==> src/rtl/riscv_irq_stim_gen.sv <==
// Interrupt stimulus generator driving the RI5CY irq_i/irq_id_i handshake.
// Optional ack timeout is built when IRQ_GEN_TIMEOUT_EN is defined.
module riscv_irq_stim_gen #(
    parameter int unsigned      N_IRQ_LINES = 32,
    parameter int unsigned      ID_W        = 5,
    parameter int unsigned      GAP_W       = 16,
    parameter int unsigned      LFSR_W      = 32,
    parameter logic [LFSR_W-1:0] LFSR_SEED  = LFSR_W'(32'hACE1_1234),
    // Galois feedback mask; must give a maximal-length sequence for LFSR_W
    parameter logic [LFSR_W-1:0] LFSR_TAPS  = LFSR_W'(32'h8020_0003),
    parameter int unsigned      TIMEOUT_CYC = 1024
) (
    input  logic                   clk_i,
    input  logic                   rst_i,
    input  logic                   enable_i,
    input  logic [1:0]             mode_i,
    input  logic [GAP_W-1:0]       gap_min_i,
    input  logic [GAP_W-1:0]       gap_max_i,
    input  logic [N_IRQ_LINES-1:0] id_mask_i,
    input  logic [ID_W-1:0]        dir_id_i,
    input  logic                   dir_start_i,
    output logic                   irq_o,
    output logic [ID_W-1:0]        irq_id_o,
    input  logic                   irq_ack_i,
    input  logic [ID_W-1:0]        irq_ack_id_i,
    output logic                   busy_o,
    output logic [31:0]            irq_count_o,
    output logic                   ack_err_o,
    output logic                   timeout_o
);

    typedef enum logic [1:0] {S_IDLE, S_GAP, S_PICK, S_ASSERT} state_t;

    state_t            r_state;
    state_t            w_state_nxt;
    logic [LFSR_W-1:0] r_lfsr;
    logic [GAP_W-1:0]  r_gap_cnt;
    logic [GAP_W-1:0]  w_gap_nxt;
    logic              r_dir;
    logic              w_dir_nxt;
    logic              r_irq;
    logic              w_irq_nxt;
    logic [ID_W-1:0]   r_irq_id;
    logic [ID_W-1:0]   w_irq_id_nxt;
    logic              r_busy;
    logic [31:0]       r_cnt;
    logic [31:0]       w_cnt_nxt;
    logic              r_ack_err;
    logic              w_ack_err_nxt;
    logic              r_timeout;
    logic              w_timeout_nxt;
    logic              w_done;

    logic              w_rnd_run;
    logic              w_dir_run;
    logic              w_ack_match;
    logic [GAP_W-1:0]  w_gap_val;
    logic [ID_W-1:0]   w_li;
    logic              w_lo_found;
    logic              w_hi_found;
    logic [ID_W-1:0]   w_lo_id;
    logic [ID_W-1:0]   w_hi_id;
    logic [ID_W-1:0]   w_pick_id;

    // Gap in [min, max(max,min)]: mask LFSR bits to the span, fold overshoot back once
    function automatic logic [GAP_W-1:0] f_gap(input logic [GAP_W-1:0] mn,
                                               input logic [GAP_W-1:0] mx,
                                               input logic [GAP_W-1:0] lg);
        logic [GAP_W-1:0] eff;
        logic [GAP_W-1:0] span;
        logic [GAP_W-1:0] m;
        logic [GAP_W-1:0] o;
        eff  = (mx > mn) ? mx : mn;
        span = eff - mn;
        m    = span;
        for (int s = 1; s < int'(GAP_W); s = s * 2) begin
            m = m | (m >> s);
        end
        o = lg & m;
        if (o > span) begin
            o = o - (span + GAP_W'(1));
        end
        return mn + o;
    endfunction

    assign w_rnd_run   = (mode_i == 2'b01) && enable_i;
    assign w_dir_run   = (mode_i == 2'b10);
    assign w_ack_match = irq_ack_i && (irq_ack_id_i == r_irq_id);
    assign w_gap_val   = f_gap(gap_min_i, gap_max_i, r_lfsr[GAP_W-1:0]);
    assign w_li        = r_lfsr[GAP_W+ID_W-1:GAP_W];

    // Rotating search from w_li: lowest enabled ID >= start, else lowest enabled overall
    always_comb begin
        w_lo_found = 1'b0;
        w_hi_found = 1'b0;
        w_lo_id    = '0;
        w_hi_id    = '0;
        for (int i = int'(N_IRQ_LINES) - 1; i >= 0; i--) begin
            if (id_mask_i[i]) begin
                w_lo_found = 1'b1;
                w_lo_id    = ID_W'(i);
                if (i >= int'(w_li)) begin
                    w_hi_found = 1'b1;
                    w_hi_id    = ID_W'(i);
                end
            end
        end
    end

    assign w_pick_id = w_hi_found ? w_hi_id : w_lo_id;

`ifdef IRQ_GEN_TIMEOUT_EN
    localparam int unsigned TO_W = $clog2(TIMEOUT_CYC + 1);
    logic [TO_W-1:0] r_to_cnt;
    logic            w_to_hit;

    always_ff @(posedge clk_i) begin
        if (rst_i || (r_state != S_ASSERT)) begin
            r_to_cnt <= '0;
        end else begin
            r_to_cnt <= r_to_cnt + TO_W'(1);
        end
    end

    assign w_to_hit = (r_to_cnt == TO_W'(TIMEOUT_CYC - 1));
`else
    logic w_to_hit;
    logic w_unused_timeout;
    assign w_to_hit         = 1'b0;
    assign w_unused_timeout = (TIMEOUT_CYC == 0);
`endif

    always_ff @(posedge clk_i) begin
        if (rst_i) begin
            r_state <= S_IDLE;
        end else begin
            r_state <= w_state_nxt;
        end
    end

    always_comb begin
        w_state_nxt   = r_state;
        w_gap_nxt     = r_gap_cnt;
        w_dir_nxt     = r_dir;
        w_irq_nxt     = r_irq;
        w_irq_id_nxt  = r_irq_id;
        w_cnt_nxt     = r_cnt;
        w_ack_err_nxt = r_ack_err;
        w_timeout_nxt = r_timeout;
        w_done        = 1'b0;
        case (r_state)
            S_IDLE: begin
                if (w_rnd_run) begin
                    w_state_nxt = S_GAP;
                    w_gap_nxt   = w_gap_val;
                    w_dir_nxt   = 1'b0;
                end else if (w_dir_run && dir_start_i) begin
                    w_state_nxt = S_PICK;
                    w_dir_nxt   = 1'b1;
                end
            end
            S_GAP: begin
                if (!w_rnd_run) begin
                    w_state_nxt = S_IDLE;
                end else if (r_gap_cnt == '0) begin
                    w_state_nxt = S_PICK;
                end else begin
                    w_gap_nxt = r_gap_cnt - GAP_W'(1);
                end
            end
            S_PICK: begin
                if (r_dir) begin
                    if (!w_dir_run) begin
                        w_state_nxt = S_IDLE;
                    end else begin
                        w_state_nxt  = S_ASSERT;
                        w_irq_nxt    = 1'b1;
                        w_irq_id_nxt = dir_id_i;
                    end
                end else if (!w_rnd_run) begin
                    w_state_nxt = S_IDLE;
                end else if (w_lo_found) begin
                    w_state_nxt  = S_ASSERT;
                    w_irq_nxt    = 1'b1;
                    w_irq_id_nxt = w_pick_id;
                end else begin
                    w_state_nxt = S_GAP;
                    w_gap_nxt   = w_gap_val;
                end
            end
            S_ASSERT: begin
                if (w_ack_match) begin
                    w_done    = 1'b1;
                    w_cnt_nxt = r_cnt + 32'd1;
                end else if (w_to_hit) begin
                    w_done        = 1'b1;
                    w_timeout_nxt = 1'b1;
                end
                if (w_done) begin
                    w_irq_nxt = 1'b0;
                    if (w_rnd_run) begin
                        w_state_nxt = S_GAP;
                        w_gap_nxt   = w_gap_val;
                        w_dir_nxt   = 1'b0;
                    end else begin
                        w_state_nxt = S_IDLE;
                    end
                end
            end
            default: w_state_nxt = S_IDLE;
        endcase
        if (irq_ack_i && !((r_state == S_ASSERT) && (irq_ack_id_i == r_irq_id))) begin
            w_ack_err_nxt = 1'b1;
        end
    end

    always_ff @(posedge clk_i) begin
        if (rst_i) begin
            r_lfsr    <= LFSR_SEED;
            r_gap_cnt <= '0;
            r_dir     <= 1'b0;
            r_irq     <= 1'b0;
            r_irq_id  <= '0;
            r_busy    <= 1'b0;
            r_cnt     <= '0;
            r_ack_err <= 1'b0;
            r_timeout <= 1'b0;
        end else begin
            r_lfsr    <= {1'b0, r_lfsr[LFSR_W-1:1]} ^ (r_lfsr[0] ? LFSR_TAPS : '0);
            r_gap_cnt <= w_gap_nxt;
            r_dir     <= w_dir_nxt;
            r_irq     <= w_irq_nxt;
            r_irq_id  <= w_irq_id_nxt;
            r_busy    <= (w_state_nxt != S_IDLE);
            r_cnt     <= w_cnt_nxt;
            r_ack_err <= w_ack_err_nxt;
            r_timeout <= w_timeout_nxt;
        end
    end

    assign irq_o       = r_irq;
    assign irq_id_o    = r_irq_id;
    assign busy_o      = r_busy;
    assign irq_count_o = r_cnt;
    assign ack_err_o   = r_ack_err;
    assign timeout_o   = r_timeout;

endmodule

==> config.mk <==
export PLATFORM = sky130hd
export DESIGN_NAME = riscv_irq_stim_gen
export DESIGN_NICKNAME = d
export VERILOG_FILES = /design/src/rtl/riscv_irq_stim_gen.sv
export SDC_FILE = /design/constraint.sdc
export NUM_CORES = 1
export LEC_CHECK = 0
export CAP_MARGIN = 10
export CORE_UTILIZATION = 46
export CTS_CLUSTER_SIZE = 24
export DETAILED_ROUTE_END_ITERATION = 10
export PLACE_DENSITY_LB_ADDON = 0.1
export SETUP_SLACK_MARGIN = 0.2
export SKIP_CTS_REPAIR_TIMING = 1
export SLEW_MARGIN = 25
export SYNTH_ARGS = -nofsm -noshare
export SYNTH_HDL_FRONTEND = slang
export SYNTH_SLANG_ARGS = --single-unit
==> constraint.sdc <==
create_clock -name clk_i -period 15.4 [get_ports clk_i]
set_input_delay 4.62 -clock clk_i [delete_from_list [all_inputs] [get_ports clk_i]]
set_output_delay 4.62 -clock clk_i [all_outputs]
set_load 0.005 [all_outputs]
==> results of run 1 <==
-- cell families (layout without fill, tap and decap cells) --
family | Yosys count | in the layout
AND/OR/NAND/NOR | 398 | 398
AO/OA/AOI/OAI | 321 | 321
buffers and inverters | 106 | 205
flip-flops | 91 | 91
XOR/XNOR | 73 | 73
adder cells (fa/ha/maj) | 67 | 67
multiplexers | 21 | 21
other | 1 | 1
-- power breakdown --
| part | internal [mW] | switching [mW] | total, mW |
|---|---|---|---|
| clock network | 0.127 | 0.0980 | 0.225 |
| logic | 0.183 | 0.230 | 0.413 |
| registers | 0.246 | 0.0119 | 0.257 |
-- metrics by stage --
step / power, mW / worst slack [ps] / cells / utilization / hold slack [ps]
final: 0.895 / 1220 / 1402 / 0.565 / 408
after global routing: 0.961 / 517 / 1402 / 0.565 / 416
after CTS: 0.899 / 1270 / 1402 / 0.565 / 412
after detailed placement: 0.671 / 948 / 1387 / 0.547 / 396
after global placement: 0.668 / 1280 / 1387 / 0.547 / 392
after floorplan: 0.570 / 2990 / 1078 / - / 389
-- worst paths after layout --
kind | end | slack [ps] | cells after the start
min reg2reg | r_lfsr[27] | 410 | 1
min | r_lfsr[27] | 410 | 1
max reg2reg | r_gap_cnt[15] | 9930 | 21
max | r_gap_cnt[15] | 1220 | 40
-- area by class of cell --
cell class,count,area (um2),share of cell area
repair buffers,125,1230,0.127
well taps,225,282,0.0290
clock buffers,9,225,0.0232
flip-flops and latches,91,1820,0.188
clock inverters,6,78.8,0.00812
multi-input cells,881,5830,0.600
inverters,65,244,0.0251
-- registers in the layout, indices dropped and copies added, names as in the netlist --
signal       count
irq_id_o         5
r_lfsr          32
irq_o            1
irq_count_o     32
r_state          2
r_dir            1
r_gap_cnt       16
ack_err_o        1
busy_o           1
-- per-layer routing --
| layer | track usage | vias up |
|---|---|---|
| met5 | 0 | - |
| met4 | 0.0730 | 0 |
| met3 | 0.0336 | 29 |
| met2 | 0.409 | 207 |
| met1 | 0.300 | 3686 |
| li1 | - | 4093 |
-- worst max-delay path: cells and delay by family --
kind                     cells  cell delay [ps]
buffers and inverters        4             1020
AND/OR/NAND/NOR              9             2340
multiplexers                 3              920
AO/OA/AOI/OAI               19             3980
adder cells (fa/ha/maj)      5             1580
-- cells in the final DEF (no fill, tap or decap), types with 22 or more instances in the layout --
cell             instances
xnor2_1                 34
nand2_1                 97
a21oi_1                 86
xor2_1                  39
nand3_1                 41
nor2b_1                 23
nor3_1                  30
ha_1                    64
a21o_1                  22
dfxtp_1                 91
clkdlybuf4s50_1        119
inv_1                   64
nor2_1                  95
o21ai_0                 67
==> results.ini, run 1 <==
[global_route]
grt_overflow = 0
grt_pass1_wl_mm = 34.7
first_global_vias = 7403
grt_max_degree = 88
antenna_found_initial = 0
gr-usage-all-layers = 0.236

[detailed_routing]
met1_length_mm = 9.66
wire_per_inst_um = 15.0
top_layer = met4
ant_nets = 0
vias = 8015
wl_met3_um = 981
dr.pass1.iters = 5
wirelength_mm = 21.1
first_iter_violations = 585
drcViolationCount = 0
wl_met2_mm = 10.0
viasPerCell = 5.72

[synthesis]
ys_async_sr_fraction = 0
yosys_register_bits = 91
yosys-top-cells-area = dfxtp_1 (23%), ha_1 (9.9%), a21oi_1 (5.5%), nand2_1 (4.5%), nor2_1 (4.4%)
synth_edf_count = 0
synth_fa_ha_area_frac = 0.107
syn_inst = 1078
ys_types = 75
synth_simple_gate_area_share = 0.249
synth_compound_area_frac = 0.258
synth_xor_area_frac = 0.0794
synth_nets = 1226
ys_seq_area_frac = 0.226
synth_mux_area_frac = 0.0280
synth_area_leader_cell = dfxtp_1
synth_ff_type = dfxtp_1
synth_top_family_by_area = compound AO/OA/AOI/OAI gates
synth_top_area_frac = 0.226
yosys_warnings = 0
synth_most_common_cell = nand2_1
synth.avg_cell_area_um2 = 7.47
yosys-top-cells-count = nand2_1 (97), nor2_1 (95), dfxtp_1 (91)
syn_area_um2 = 8050

[placed_design]
gp_congestion = 0.950
post-dp-hpwl_mm = 16.4
dpl_cell_area_um2 = 9400
numPortBuffers = 120

[clock_network]
cts-htree-levels = 3
numCtsBuffers = 9
clockRootBuffer = clkbuf_16
cts_sinks = 91
tritoncts = built
clockBufferDepth = 2
clkTransAtPathRegs_ps = 70
worstSkewPairLatency_ps = 360

[worst_setup_path]
crit_type = in -> reg
crit_arrival_ps = 14470
timing.critical_path.mode_cell = ha_1
critPathLaunch = gap_min_i[1]
crit_path_top_delay_cell = nor2_1
crit_path_end_kind = flop
cp-start-kind = input port
required_ps = 15690
worstPathMaxFanout = 29
reg2reg_from = r_lfsr[0]
cp_slowest_stage_delay_ps = 670

[sta]
finalSetupViolations = 0
fin_skew_ps = 7.69
period_minus_slack_ps = 14180
finalCritPeriodShare = 0.921
max_slew_margin = 0.404
rsz0062_at_grt = no
slew_violations = 0
finalHoldViolations = 0
tightest_slew_ps = 894
final.setup.tns_ps = 0
fmax_mhz = 70.5

[floorplan]
core-area_um2 = 17200
start_util = 0.469
die-height_um = 134
die_w_um = 134
ioPinCount = 122
rows = 48
die_area_um2 = 18000

[worst_hold_path]
holdCritPathClass = reg -> reg
hold_start = r_lfsr[28]

[layout]
antenna_cells = 0
nets = 1321
syn2layout_area_growth_pct = 20.6
drive_above_1_share = 0.0552
fin_area_um2 = 9710
fillCellCount = 1693

[flow_run]
cap_violations = 0

[power_and_ir_drop]
peakVddDrop_mv = 0.0646
p_leak_nw = 3.85
p_per_area_nw_per_um2 = 92.2

[run_status]
status = completed

No activity file was read; power rests on OpenSTA's default activity.
==> run 2: changes to the inputs <==
ABC_CLOCK_PERIOD_IN_PS = 15400   (was unset)
CAP_MARGIN = unset   (was 10)
==> results of run 2 <==
Final layout, timing and power as in run 1 (identical DEF).
==> run 3: changes to the inputs <==
ABC_CLOCK_PERIOD_IN_PS = unset   (was 15400)
==> results of run 3 <==
Final layout, timing and power as in run 1 (identical DEF).
